File: src/rtl/axi_rd_pkg.sv
`default_nettype none
// ============================================================================
// Module      : axi_rd_pkg
// Description : Shared constants and types for the read-side arbiter/mux.
//               Holds the controller-facing field widths, the master count
//               and the AR-channel FSM state type.
// Revision    : 1.0 - initial release
// ============================================================================
package axi_rd_pkg;

    localparam int NUM_MASTERS = 4;
    localparam int CTRL_ADDR_W = 28;
    localparam int CTRL_LEN_W  = 4;
    localparam int CTRL_ID_W   = 4;

    typedef enum logic [0:0] {
        IDLE = 1'b0,
        ADDR = 1'b1
    } rd_state_t;

endpackage : axi_rd_pkg
`default_nettype wire

File: src/rtl/rr_arbiter4.sv
`default_nettype none
// ============================================================================
// Module      : rr_arbiter4
// Description : Four-way combinational round-robin arbiter. The search for
//               the next requester begins one position after the last grant
//               and wraps. The last-grant pointer register lives in the parent.
// Ports       : i_req        - request vector, bit N = master N
//               i_last_grant - index of the most recent grant
//               o_grant      - selected master index
//               o_any_req    - at least one request is present
// Revision    : 1.0 - initial release
// ============================================================================
module rr_arbiter4 (
    input  logic [3:0] i_req,
    input  logic [1:0] i_last_grant,
    output logic [1:0] o_grant,
    output logic       o_any_req
);

    logic [1:0] w_idx;

    // Walk from the farthest candidate to the nearest so that the nearest
    // requester after the last grant overwrites any earlier match.
    always_comb begin
        o_grant = i_last_grant;
        w_idx   = 2'd0;
        for (int k = 4; k >= 1; k--) begin
            w_idx = i_last_grant + 2'(k);
            if (i_req[w_idx]) begin
                o_grant = w_idx;
            end
        end
    end

    assign o_any_req = |i_req;

endmodule : rr_arbiter4
`default_nettype wire

File: src/rtl/axi_rd_arbiter_mux.sv
`default_nettype none
// ============================================================================
// Module      : axi_rd_arbiter_mux
// Description : Arbitrates the AR channels of four read masters onto a single
//               DDR-controller read port and routes returning R beats back
//               to the originating master using axi_rid[1:0].
//               Optional macro AXI_RD_PIPE_EN registers the R path (one cycle
//               latency); when undefined the R path is combinational.
// Ports       : ACLK, ARESETn            - clock, async active-low reset
//               sN_AR*  (N=0..3)         - master address channels
//               sN_R*   (N=0..3)         - master read-data channels
//               axi_ar*                  - controller address channel
//               axi_r*                   - controller read-data channel
// Revision    : 1.0 - initial release
// ============================================================================
module axi_rd_arbiter_mux
    import axi_rd_pkg::*;
#(
    parameter int DATA_WIDTH      = 256,
    parameter int ADDR_WIDTH      = 32,
    parameter int ID_WIDTH        = 4,
    parameter int MAX_OUTSTANDING = 4
) (
    input  logic                   ACLK,
    input  logic                   ARESETn,

    input  logic [ID_WIDTH-1:0]    s0_ARID,
    input  logic [ADDR_WIDTH-1:0]  s0_ARADDR,
    input  logic [7:0]             s0_ARLEN,
    input  logic                   s0_ARVALID,
    output logic                   s0_ARREADY,
    output logic                   s0_RVALID,
    output logic [DATA_WIDTH-1:0]  s0_RDATA,
    output logic                   s0_RLAST,

    input  logic [ID_WIDTH-1:0]    s1_ARID,
    input  logic [ADDR_WIDTH-1:0]  s1_ARADDR,
    input  logic [7:0]             s1_ARLEN,
    input  logic                   s1_ARVALID,
    output logic                   s1_ARREADY,
    output logic                   s1_RVALID,
    output logic [DATA_WIDTH-1:0]  s1_RDATA,
    output logic                   s1_RLAST,

    input  logic [ID_WIDTH-1:0]    s2_ARID,
    input  logic [ADDR_WIDTH-1:0]  s2_ARADDR,
    input  logic [7:0]             s2_ARLEN,
    input  logic                   s2_ARVALID,
    output logic                   s2_ARREADY,
    output logic                   s2_RVALID,
    output logic [DATA_WIDTH-1:0]  s2_RDATA,
    output logic                   s2_RLAST,

    input  logic [ID_WIDTH-1:0]    s3_ARID,
    input  logic [ADDR_WIDTH-1:0]  s3_ARADDR,
    input  logic [7:0]             s3_ARLEN,
    input  logic                   s3_ARVALID,
    output logic                   s3_ARREADY,
    output logic                   s3_RVALID,
    output logic [DATA_WIDTH-1:0]  s3_RDATA,
    output logic                   s3_RLAST,

    output logic [CTRL_ADDR_W-1:0] axi_araddr,
    output logic                   axi_aruser_ap,
    output logic [CTRL_ID_W-1:0]   axi_aruser_id,
    output logic [CTRL_LEN_W-1:0]  axi_arlen,
    output logic                   axi_arvalid,
    input  logic                   axi_arready,
    input  logic [DATA_WIDTH-1:0]  axi_rdata,
    input  logic [CTRL_ID_W-1:0]   axi_rid,
    input  logic                   axi_rlast,
    input  logic                   axi_rvalid
);

    localparam logic [3:0] C_MAX_OUT = 4'(MAX_OUTSTANDING);

    // ------------------------------------------------------------------
    // Gather per-master ports into arrays
    // ------------------------------------------------------------------
    logic [NUM_MASTERS-1:0] w_arvalid;
    logic [ADDR_WIDTH-1:0]  w_araddr [NUM_MASTERS];
    logic [7:0]             w_arlen  [NUM_MASTERS];
    logic [NUM_MASTERS-1:0] w_arready;
    logic [NUM_MASTERS-1:0] w_rvalid;
    logic [NUM_MASTERS-1:0] w_rlast;
    logic [DATA_WIDTH-1:0]  w_rdata  [NUM_MASTERS];

    assign w_arvalid   = {s3_ARVALID, s2_ARVALID, s1_ARVALID, s0_ARVALID};
    assign w_araddr[0] = s0_ARADDR;
    assign w_araddr[1] = s1_ARADDR;
    assign w_araddr[2] = s2_ARADDR;
    assign w_araddr[3] = s3_ARADDR;
    assign w_arlen[0]  = s0_ARLEN;
    assign w_arlen[1]  = s1_ARLEN;
    assign w_arlen[2]  = s2_ARLEN;
    assign w_arlen[3]  = s3_ARLEN;

    assign s0_ARREADY = w_arready[0];
    assign s1_ARREADY = w_arready[1];
    assign s2_ARREADY = w_arready[2];
    assign s3_ARREADY = w_arready[3];
    assign s0_RVALID  = w_rvalid[0];
    assign s1_RVALID  = w_rvalid[1];
    assign s2_RVALID  = w_rvalid[2];
    assign s3_RVALID  = w_rvalid[3];
    assign s0_RLAST   = w_rlast[0];
    assign s1_RLAST   = w_rlast[1];
    assign s2_RLAST   = w_rlast[2];
    assign s3_RLAST   = w_rlast[3];
    assign s0_RDATA   = w_rdata[0];
    assign s1_RDATA   = w_rdata[1];
    assign s2_RDATA   = w_rdata[2];
    assign s3_RDATA   = w_rdata[3];

    // IDs, upper address bits and upper length bits are not forwarded.
    logic w_unused_ok;
    assign w_unused_ok = ^{s0_ARID, s1_ARID, s2_ARID, s3_ARID,
                           s0_ARADDR[ADDR_WIDTH-1:CTRL_ADDR_W],
                           s1_ARADDR[ADDR_WIDTH-1:CTRL_ADDR_W],
                           s2_ARADDR[ADDR_WIDTH-1:CTRL_ADDR_W],
                           s3_ARADDR[ADDR_WIDTH-1:CTRL_ADDR_W],
                           s0_ARLEN[7:4], s1_ARLEN[7:4],
                           s2_ARLEN[7:4], s3_ARLEN[7:4]};

    // ------------------------------------------------------------------
    // Arbiter and AR-channel FSM
    // ------------------------------------------------------------------
    rd_state_t  r_state;
    rd_state_t  w_state_nxt;
    logic [1:0] r_grant;
    logic [1:0] r_rr_ptr;
    logic [1:0] w_arb_grant;
    logic       w_any_req;
    logic       w_grant_load;
    logic [3:0] r_outstanding;
    logic       w_ar_hs;
    logic       w_r_done;

    rr_arbiter4 u_rr_arbiter4 (
        .i_req        (w_arvalid),
        .i_last_grant (r_rr_ptr),
        .o_grant      (w_arb_grant),
        .o_any_req    (w_any_req)
    );

    always_ff @(posedge ACLK or negedge ARESETn) begin
        if (!ARESETn) begin
            r_state <= IDLE;
        end else begin
            r_state <= w_state_nxt;
        end
    end

    always_comb begin
        w_state_nxt  = r_state;
        w_grant_load = 1'b0;
        axi_arvalid  = 1'b0;
        case (r_state)
            IDLE: begin
                if (w_any_req && (r_outstanding < C_MAX_OUT)) begin
                    w_grant_load = 1'b1;
                    w_state_nxt  = ADDR;
                end
            end
            ADDR: begin
                axi_arvalid = 1'b1;
                if (axi_arready) begin
                    w_state_nxt = IDLE;
                end
            end
            default: w_state_nxt = IDLE;
        endcase
    end

    // The pointer resets to 3 so that the first search after reset starts
    // at master 0, while the visible grant resets to 0.
    always_ff @(posedge ACLK or negedge ARESETn) begin
        if (!ARESETn) begin
            r_grant  <= 2'd0;
            r_rr_ptr <= 2'd3;
        end else if (w_grant_load) begin
            r_grant  <= w_arb_grant;
            r_rr_ptr <= w_arb_grant;
        end
    end

    assign axi_araddr    = w_araddr[r_grant][CTRL_ADDR_W-1:0];
    assign axi_arlen     = w_arlen[r_grant][CTRL_LEN_W-1:0];
    assign axi_aruser_id = {2'b00, r_grant};
    assign axi_aruser_ap = 1'b1;

    // ------------------------------------------------------------------
    // Outstanding-burst counter. A stale rlast arriving at zero (e.g. a
    // burst issued before reset) must not wrap the counter.
    // ------------------------------------------------------------------
    assign w_ar_hs  = (r_state == ADDR) && axi_arready;
    assign w_r_done = axi_rvalid && axi_rlast && (r_outstanding != 4'd0);

    always_ff @(posedge ACLK or negedge ARESETn) begin
        if (!ARESETn) begin
            r_outstanding <= 4'd0;
        end else begin
            case ({w_ar_hs, w_r_done})
                2'b10:   r_outstanding <= r_outstanding + 4'd1;
                2'b01:   r_outstanding <= r_outstanding - 4'd1;
                default: r_outstanding <= r_outstanding;
            endcase
        end
    end

    // ------------------------------------------------------------------
    // Per-master AR ready and R routing. Beats whose rid[3:2] is non-zero
    // belong to no master here and are silently dropped.
    // ------------------------------------------------------------------
    for (genvar n = 0; n < NUM_MASTERS; n++) begin : g_lane
        logic w_hit;

        assign w_arready[n] = (r_state == ADDR) && (r_grant == 2'(n)) && axi_arready;
        assign w_hit        = axi_rvalid && (axi_rid[1:0] == 2'(n)) && (axi_rid[3:2] == 2'b00);

`ifdef AXI_RD_PIPE_EN
        logic                  r_rvalid;
        logic                  r_rlast;
        logic [DATA_WIDTH-1:0] r_rdata;

        // Data is captured only in the lane being served, so idle lanes
        // keep their last delivered beat.
        always_ff @(posedge ACLK or negedge ARESETn) begin
            if (!ARESETn) begin
                r_rvalid <= 1'b0;
                r_rlast  <= 1'b0;
                r_rdata  <= '0;
            end else begin
                r_rvalid <= w_hit;
                r_rlast  <= w_hit && axi_rlast;
                if (w_hit) begin
                    r_rdata <= axi_rdata;
                end
            end
        end

        assign w_rvalid[n] = r_rvalid;
        assign w_rlast[n]  = r_rlast;
        assign w_rdata[n]  = r_rdata;
`else
        assign w_rvalid[n] = w_hit;
        assign w_rlast[n]  = axi_rlast;
        assign w_rdata[n]  = axi_rdata;
`endif
    end : g_lane

endmodule : axi_rd_arbiter_mux
`default_nettype wire
File: config.mk
export PLATFORM = sky130hd
export DESIGN_NAME = axi_rd_arbiter_mux
export DESIGN_NICKNAME = d
export VERILOG_FILES = /design/src/rtl/axi_rd_pkg.sv /design/src/rtl/rr_arbiter4.sv /design/src/rtl/axi_rd_arbiter_mux.sv
export SDC_FILE = /design/constraint.sdc
export NUM_CORES = 1
export LEC_CHECK = 0
export BUFFER_PORTS_ARGS = -buffer_cell sky130_fd_sc_hd__buf_2
export CAP_MARGIN = 20
export CORE_AREA = 2 2 591 593
export CTS_CLUSTER_DIAMETER = 100
export DETAILED_ROUTE_END_ITERATION = 7
export DIE_AREA = 0 0 593 595
export MAX_ROUTING_LAYER = met4
export PLACE_DENSITY_LB_ADDON = 0.3
export SYNTH_ARGS = -nofsm -noshare
export SYNTH_HDL_FRONTEND = slang
export SYNTH_SLANG_ARGS = --single-unit
File: constraint.sdc
create_clock -name ACLK -period 6.6 [get_ports ACLK]
set_clock_uncertainty 0.2 [all_clocks]
set_input_delay 0.66 -clock ACLK [delete_from_list [all_inputs] [get_ports ACLK]]
set_output_delay 0.66 -clock ACLK [all_outputs]
set_load 0.02 [all_outputs]
* Word level (Yosys, flattened, before mapping)
Cells that the tools add are included.
** Storage, ports and cells
- Register bits :: 9
- Input port bits :: 445
- Output and inout bits :: 1074
- Logic and storage cells :: 71
** Operators by class
- Add/sub/neg operators :: 5
- Magnitude comparators :: 5
- Eq/ne operators :: 8
- Mux-type cells :: 21
- Bitwise logic cells :: 2
- Reductions and logical operators :: 26
** Operator list (count)
- $bmux 32 s2 :: 1
- $mux 28 :: 2
- $logic_and 1x1->1 :: 20
- $bmux 8 s2 :: 1
- $eq 2x2->1 const B :: 5
- $lt 2x3->1 const B :: 3
- $mux 4 :: 2
- $pmux 4 s2 :: 1
- $mux 1 :: 7
- $bmux 1 s2 :: 3
- $eq 2x1->1 const B :: 3
- $logic_not 2->1 :: 3
- $mux 2 :: 3
- $add 2x2->2 const B :: 2
- $add 4x1->4 const B :: 1
- $lt 4x3->1 const B :: 1
- $reduce_bool 4->1 :: 1
- $reduce_or 4->1 :: 1
- $sub 4x1->4 const B :: 1
- $ge 3x3->1 const B :: 1
- $not 2->3 :: 1
- $add 2x1->2 const B :: 1
- $pmux 1 s2 :: 1
- $reduce_bool 2->1 :: 1
- $not 1->1 :: 1

* Longest topological paths before layout
Gate-level depths: netlist (run 1).
- Depth after elaboration :: 6
- Depth in mapped cells :: 8

* Hierarchy
From an unflattened synthesis (run 1), not the netlist that was laid out.
** Unflattened totals
- Cell total of the unflattened synthesis :: 1137
- Area total of the unflattened synthesis :: 9165.0 um2
** By module, submodules not included
- axi_rd_arbiter_mux :: times used 1, cells an instance 1123, area an instance 9092.5 um2, sequential area each 227.7 um2
- rr_arbiter4 :: times used 1, cells an instance 14, area an instance 72.6 um2, sequential area each 0.0 um2

* Worst setup path before layout (run 1)
Ideal clock, no wire load.
- Kind :: flip-flop to output port
- Start point :: register r_grant[0]
- End point :: output port axi_araddr[10]
- Arrival time :: 1.604 ns
- Path slack :: 4.136 ns
- Cell stages (with the launch flop) :: 4
- Buffers on the path :: 2
- Cells stage by stage :: dfrtp_1 buf_2 buf_2 mux4_2
** Between the ends
- Longest elaborated chain between the ends :: 4
** RTL lines
- start, declared :: RTL line axi_rd_arbiter_mux.sv:130 : logic [1:0] r_grant;
- start signal, assigned :: RTL line axi_rd_arbiter_mux.sv:182 : r_grant <= w_arb_grant;
- $not 2->3 (implied by the code) :: RTL line axi_rd_arbiter_mux.sv:187 : assign axi_araddr = w_araddr[r_grant][CTRL_ADDR_W-1:0];
- $bmux 32 s2 :: RTL line axi_rd_arbiter_mux.sv:187
- $mux 28 (implied by the code) (2 in a row) :: RTL line axi_rd_arbiter_mux.sv:187
- end, declared :: RTL line axi_rd_arbiter_mux.sv:63 : output logic [CTRL_ADDR_W-1:0] axi_araddr,
Every way passes these cells. The select of a mux whose other input is x is not followed.

* Worst setup path in the final report (run 1)
- Start point :: register r_grant[0]
- End point :: output port axi_araddr[20]
Same word-level chain as after synthesis.

==> results.tsv, run 1 <==
metric	value	unit
grt_overflow	0	
crit_chain	buf_4 -> mux4_2 -> buf_2	
period_minus_slack	3280	ps
critPathLaunchType	flop	
cts_tree	built	
fp.dieH	595	um
n_fill_cell	41400	
wl	181000	um
cpMaxStageDelayCell	buf_4	
syn_area_per_cell	8.00	um^2
drc	0	
cp.required	5740	ps
synth-compound-area-share	1.48	%
firstDrtPassIters	6	
tightestPinTransition	872	ps
synth_top_flop_cell	dfrtp_1	
yosysMostFrequentCell	buf_4	
setup_viol	0	
cts_buffer_depth	2	
rsz0062_at_grt	false	
wire_per_inst	36.8	um
drt_iter0_drc	211	
post-cts-setup-buffers	0	
holdWs	87.6	ps
netlist_instances	1148	
yosys.area_share.adder	0.409	%
post-route-period-util	49.7	%
core	0.347	mm^2
slew_headroom	41.9	%
synth_xor_area_share	0.286	%
cts_root_buffer	clkbuf_16	
cts.repair.resized	0	
power_density	168	mW/mm^2
yosys-top-cells-count	buf_4, mux4_2, dfrtp_1	
num_vias	4481	
fmax	305	MHz
cp_max_fo	31	
die_area	0.353	mm^2
antenna_found_initial	113	
cts_buffers	3	
io_pins	1519	
core.rowCount	217	
drtAntennaViolNets	0	
synth.area.top_cells	buf_4, mux4_2, dfrtp_1	
die_width	593	um
first_global_vias	4033	
synth_mux_area_share	8.20	%
yosysWarnings	0	
portBuffers	187	
place_congestion	0.644	
register_area	233	um^2
critical_path.max_stage_delay	680	ps
fin_setup_tns	0	ps
ys_ff_latch	9	
vias_per_cell	0.909	
yosys.area_share.simple	1.99	%
grt_pass1_wl	192000	um
synth_top_family_by_area	buffers and inverters	
drive_above_1_share	78.1	%
hold_violations	0	
cts_sinks	9	
areaGrowthSynthToFinish	-10.1	%
multi_input_area	0.00115	mm^2
synth_edf_count	0	
post-route-util	2.38	%
irDropWorstVdd	0.116	mV
clk_transition_reported_paths	40	ps
synth_area	0.00919	mm^2
status	finished clean	
clk_latency	240	ps
cp.arrival	2420	ps
hold_buffers	0	
start_util	2.65	%
drv_slew	0	
end_kind	output port	
crit_type	flop to output port	
maxCapViolCount	0	
yosys.area.top_type	buf_4	
setup_ws	3320	ps
synth_cell_type_count	41	
grt_max_degree	35	
final_nets	750	
synth_top_cell_area_share	84.3	%
async_reset_ff_share	100	%
hold_path_class	input pin to async pin	
grt_usage	10.1	%
htreeDepth	1	
dp_hpwl	172000	um
yosysSeqAreaShare	2.48	%
dpl_worst_slack	3440	ps
power.leakage	0.00129	uW
[registers in the layout, summed over array words and instances (netlist names)]
signal / cells
r_outstanding: 4
r_grant: 2
r_rr_ptr: 2
r_state: 1
[through the flow]
step / area (um^2) / instances / power [uW]
5_1_grt: 8250 / 4926 / 1480
4_1_cts: 8190 / 4900 / 1510
2_1_floorplan: 9190 / 1149 / 1590
6_report: 8250 / 4927 / 1390
3_5_place_dp: 8110 / 4896 / 1390
3_3_place_gp: 8110 / 4896 / 1390
[where the power goes]
part / total, uW / switching [uW] / internal [uW]
Clock: 108 / 27.0 / 80.8
Combinational: 1130 / 780 / 351
Sequential: 148 / 55.6 / 92.1
Total: 1390 / 862 / 524
[kinds of logic (layout without fill, tap and decap cells)]
family | Yosys count | after routing
buffers and inverters | 1047 | 199
DFF | 9 | 9
and+or+nand+nor | 31 | 31
other | 2 | 30
xor gates and xnor gates | 3 | 3
AOI/OAI and AO/OA | 18 | 18
adders and majority gates | 3 | 3
muxes | 35 | 35
[placed cells by master (no fill, tap or decap), types with 3 or more instances in the layout]
master	synthesis	layout
buf_2	6	187
clkbuf_16	0	3
conb_1	2	3
dfrtp_1	7	5
diode_2	0	27
ha_1	3	3
inv_1	6	6
mux4_2	32	32
nand2_1	5	5
nor2_1	6	6
nor3_1	3	3
nor4_1	3	3
o21ai_0	4	4
o41ai_1	3	3
[final timing paths]
path	slack, ps	cells after the start	startpoint	end
worst max-delay path	3320	3	r_grant[0]	axi_araddr[20]
worst min-delay path	90	1	ARESETn	r_outstanding[0]
worst max register to register	4130	6	r_outstanding[1]	r_outstanding[3]
worst min register to register	360	2	r_rr_ptr[0]	r_rr_ptr[0]
max in group asynchronous	5840	1	ARESETn	r_rr_ptr[1]
min in group ACLK	360	2	r_rr_ptr[0]	r_rr_ptr[0]
[area by class of cell]
class                   count  area share (%)
inverters                   6           0.273
diodes                     27           0.819
flip-flops and latches      9            2.82
well taps                4599            69.7
repair buffers            189            11.5
multi-input cells          93            13.9
clock buffers               4           0.955
[per-layer routing]
metal	up-vias	track usage [%]	part of all wire [%]
met5	-	-	0
met4	0	3.56	4.7
met3	463	15.6	34
met2	1587	16.7	47
met1	1532	3.93	14
li1	899	-	-
[critical path: cells and delay by family (launching register included)]
| family | cells | cell delay (ps) |
|---|---|---|
| multiplexers | 1 | 590 |
| buffers and inverters | 2 | 960 |
| flip-flops | 1 | 520 |
Power figures use the tool's default switching activity.
==> inputs of run 2 (changes only) <==
Settings changed: CORE_AREA 2 2 591 593 to 2 2 584 586, DIE_AREA 0 0 593 595 to 0 0 586 588.
Clock period 6.6 ns to 3.4 ns, I/O delays scaled along.
==> run 2 against run 1 <==
Net effect:
- cell count decreased by 0.53%
- global-route usage decreased by 0.90 points
- setup slack got worse by 2600 ps
- routed wire length decreased by 10%
- core utilization increased by 0.080 points
- critical path type unchanged
- largest power group unchanged
==> results.tsv, run 2 (same netlist as run 1, synthesis figures left out) <==
metric	value	unit
cts_buffers	3	
portBuffers	187	
rsz0062_at_grt	false	
dp_hpwl	155000	um
status	finished clean	
first_global_vias	4033	
post-cts-setup-buffers	0	
post-route-period-util	79.3	%
cts.repair.resized	0	
drt_iter0_drc	239	
antenna_found_initial	94	
setup_ws	705	ps
dpl_worst_slack	856	ps
die_area	0.345	mm^2
drtAntennaViolNets	0	
cp.required	2860	ps
cp_max_fo	25	
worstHoldStart	axi_arready	
cts_root_buffer	clkbuf_16	
grt_overflow	0	
layout_commonest_cell	buf_2	
core	0.338	mm^2
core.rowCount	214	
end_kind	output port	
period_minus_slack	2690	ps
place_area	0.00808	mm^2
cts_sinks	9	
final_cell_mix	buf_2, mux4_2, nor2_1, inv_1	
hold_violations	0	
slew_headroom	51.9	%
clk_latency	230	ps
fmax	371	MHz
cts_buffer_depth	2	
vias_per_cell	0.899	
largestRegisters	r_outstanding (4), r_grant (2), r_rr_ptr (2)	
fin_setup_tns	0	ps
cts_tree	built	
num_vias	4404	
grt_usage	9.23	%
r2r_cells	6	
final_area	0.00832	mm^2
place_congestion	0.654	
irDropWorstVdd	0.175	mV
firstDrtPassIters	4	
areaGrowthSynthToFinish	-9.48	%
wl	162000	um
drv_slew	0	
largest_reg_flops	4	
io_pins	1519	
grt_max_degree	26	
ff2ff_setup_slack	970	ps
start_util	2.71	%
critPathLaunchType	flop	
drive_above_1_share	78.0	%
hold_path_class	input pin to flop	
r2r_end	r_outstanding[3]	
r2r-start	r_outstanding[0]	
power_density	311	mW/mm^2
wire_per_inst	33.1	um
maxCapViolCount	0	
drc	0	
tightestPinTransition	721	ps
power.leakage	0.00132	uW
grt_pass1_wl	172000	um
hold_depth	2	
regMostFlops	r_outstanding	
clk_transition_reported_paths	40	ps
fp.dieH	588	um
hold_buffers	1	
setup_viol	0	
die_width	586	um
min_to	r_state	
cp.arrival	2150	ps
crit_type	flop to output port	
htreeDepth	1	
final_nets	754	
==> run 2: cell count changes in the layout (fill, tap and decap cells not counted), sizes merged <==
cell,delta
diode,+33
buf,+3
dlygate4sd3,+1
==> run 2: cell type report <==
cell class	count	area, um^2
multi-input combinational	93	1150
sequential	9	233
tap	4536	5680
timing repair buffer	193	1010
fill	40600	330000
inverter	6	22.5
clock buffer	4	78.8
antenna	60	150
==> run 2: worst max-delay path: stages (launching register included) <==
cell and delay, ps:
dfrtp_4 810, buf_12 250, mux4_2 510, buf_2 240
==> run 2: power by group <==
part	switching (uW)	internal (uW)	total, uW	leakage (uW)
registers	203	177	379	0.000102
clock network	51.8	157	209	0.0000385
logic	1270	727	2000	0.00117
total	1530	1060	2590	0.00132
==> run 2: worst max-delay path by stage <==
| stage | start | endpoint | slack, ps |
|---|---|---|---|
| 2_1_floorplan | r_outstanding[0] | r_outstanding[3] | 1090 |
| 4_1_cts | r_grant[0] | axi_araddr[24] | 590 |
| 3_5_place_dp | axi_rlast | r_outstanding[3] | 860 |
| 5_1_grt | r_grant[0] | axi_araddr[24] | 600 |
| 3_3_place_gp | r_grant[1] | axi_araddr[22] | 700 |
| 6_report | r_grant[0] | axi_araddr[1] | 710 |
==> run 2: stage by stage <==
step	util [%]	power [uW]	instances	hold WS, ps
5_1_grt	2.45	2770	4886	161
4_1_cts	2.41	2770	4841	132
3_3_place_gp	2.38	2540	4835	12.1
2_1_floorplan	-	3080	1149	-156
3_5_place_dp	2.39	2550	4836	13.3
6_report	2.46	2590	4901	140
==> run 2: layer usage <==
layer	global-route usage (%)	vias up	wire length [um]
met5	-	-	0
met4	4.15	0	9170
met3	14.7	371	57200
met2	15.2	1538	76600
met1	2.96	1538	19300
li1	-	957	-
==> inputs of run 3 (changes only) <==
Settings changed: ABC_AREA set to 1, CORE_AREA 2 2 584 586 to 2 2 587 589, DIE_AREA 0 0 586 588 to 0 0 589 591.
Clock period 3.4 ns to 2.5 ns, I/O delays scaled along.
==> run 3 against run 2 <==
Net effect:
- count of clock-buffer cells in the layout unchanged
- highest routed layer unchanged
- combinational power is 80% higher
- die area up 1.0%
- non-clock buffer count grew 18
- first-iteration DRC count grew 39%
- critical path depth rose by 4
- design area is 2.2% higher
- clock power increased by 43%
- total power increased by 65%
==> results.tsv, run 3 <==
metric	value	unit
status	finished clean	
largest_reg_flops	4	
fp.dieH	591	um
wire_per_inst	33.1	um
cp.required	2050	ps
worstHoldStart	axi_arready	
firstDrtPassIters	4	
synth_edf_count	0	
vias_per_cell	1.01	
drc	0	
synth.area.top_cells	buf_4, nand3_1, a22oi_1	
place_congestion	0.640	
grt_overflow	0	
layout.cells.non_filler	5054	
n_fill_cell	40800	
cts_root_buffer	clkbuf_16	
irDropWorstVdd	0.265	mV
switchingPower	2720	uW
wl	167000	um
dpl_worst_slack	175	ps
fin_setup_tns	0	ps
cts_sinks	9	
cp.arrival	1930	ps
cts_tree	built	
worstSetupStartpoint	r_grant[0]	
clk_latency	240	ps
period_minus_slack	2380	ps
die_area	0.348	mm^2
yosysSeqAreaShare	2.46	%
synth_cell_type_count	24	
switching_share	63.6	%
final_nets	907	
areaGrowthSynthToFinish	-8.30	%
cts_buffer_depth	2	
setup_ws	119	ps
die_width	589	um
rsz0062_at_grt	false	
core	0.342	mm^2
r2r-start	r_outstanding[1]	
cts_buffers	3	
setup_viol	0	
post-cts-setup-buffers	0	
place_area	0.00830	mm^2
combPwrFrac	84.0	%
dp_hpwl	158000	um
syn_area_per_cell	7.16	um^2
drv_slew	0	
synth_area	0.00927	mm^2
synth_top_cell_area_share	83.6	%
core.rowCount	215	
clock_power_share	7.0	%
final_area	0.00850	mm^2
drtAntennaViolNets	0	
hold_path_class	input pin to flop	
post-route-period-util	95.3	%
grt_usage	9.44	%
dp_cells	5010	
yosys.area.top_type	buf_4	
netlist_instances	1295	
critPathLaunchType	flop	
pwr-share-seq	9.0	%
final_cell_mix	buf_2, nand3_1, nand2_1	
regMostFlops	r_outstanding	
fmax	420	MHz
power.leakage	0.00157	uW
crit_type	flop to output port	
synth_top_flop_cell	dfrtp_1	
cp_max_fo	21	
power_density	503	mW/mm^2
io_pins	1519	
largestRegisters	r_outstanding (4), r_grant (2), r_rr_ptr (2)	
async_reset_ff_share	100	%
clk_transition_reported_paths	40	ps
hold_violations	0	
yosysWarnings	0	
maxCapViolCount	0	
holdWs	11.7	ps
first_global_vias	4682	
drive_above_1_share	48.9	%
antenna_found_initial	67	
start_util	2.71	%
drt_iter0_drc	332	
end_kind	output port	
portBuffers	187	
yosysMostFrequentCell	buf_4	
layout_commonest_cell	buf_2	
yosys-top-cells-count	buf_4, nand3_1, nand2_1, a22oi_1, inv_1	
grt_max_degree	43	
ys_ff_latch	9	
num_vias	5114	
p_int	1560	uW
htreeDepth	1	
grt_pass1_wl	179000	um
[run 3: cell types whose count changed after synthesis, sizes merged, moves of 3 or more]
cell	previous run	this run
nand3	2	102
nand2	5	51
mux4	32	0
a22oi	0	31
inv	6	15
clkbuf	3	10
buf	1038	1043
nand4	0	3
o41ai	3	0
[run 3: routing by layer]
layer / wire length (um) / track usage [%] / part of all wire (%) / vias up
met5: 0 / - / 0 / -
met4: 8110 / 3.35 / 4.9 / 0
met3: 63100 / 16.2 / 38 / 333
met2: 75200 / 15.0 / 45 / 1564
met1: 20900 / 3.15 / 12 / 1829
li1: - / - / - / 1388
[run 3: layout make-up]
class / instances / area, um^2 / area share (%)
Tap cell: 4557 / 5700 / 67.1
Multi-Input combinational cell: 219 / 1170 / 13.8
Timing Repair Buffer: 211 / 1160 / 13.6
Sequential cell: 9 / 235 / 2.77
Antenna cell: 39 / 97.6 / 1.15
Clock buffer: 4 / 78.8 / 0.927
Inverter: 15 / 56.3 / 0.662
[run 3: stage by stage]
| step | utilization [%] | total power, uW |
|---|---|---|
| final | 2.49 | 4270 |
| after global routing | 2.48 | 4670 |
| after CTS | 2.46 | 4540 |
| after detailed placement | 2.43 | 4210 |
| after global placement | 2.43 | 4240 |
| after floorplan | - | 4550 |
[run 3: repair_timing]
item	4_1_cts	5_1_grt
setup endpoints to repair	2	0
hold buffers	1	0
gates resized for setup	2	0
endpoints found under the hold margin	9	0
[run 3: cell families (layout without fill, tap and decap cells)]
kind of cell / count (synthesis) / after routing / synth area share, %
buffers and inverters: 1068 / 230 / 85.2
and+or+nand+nor: 170 / 170 / 8.53
AOI/OAI and AO/OA: 39 / 39 / 2.96
DFF: 9 / 9 / 2.46
xor gates and xnor gates: 4 / 4 / 0.378
adders and majority gates: 3 / 3 / 0.405
other: 2 / 42 / 0.0810
[run 3: path summary, 6_finish.rpt]
check                                   end  slack (ps)  cells past startpoint
setup / recovery             axi_araddr[19]         120                      7
hold / removal                      r_state          10                      2
setup reg to reg           r_outstanding[2]         500                      8
hold reg to reg            r_outstanding[3]         260                      2
max in group asynchronous       r_rr_ptr[1]        1600                      2
min in group asynchronous  r_outstanding[2]         230                      2
[run 3: power by group through the flow]
stage               Clock, uW  Combinational, uW  Sequential, uW
global placement            0               3840             406
global route              308               3950             405
floorplan                   0               4240             314
detailed placement          0               3810             401
CTS                       305               3830             402
finish                    299               3590             383
[run 3: critical path: stages, from the launching register on]
cell and delay (ps):
dfrtp_4 530, inv_2 130, nor2_4 50, buf_12 150
a22oi_1 270, buf_4 210, nand3_1 70, buf_2 210
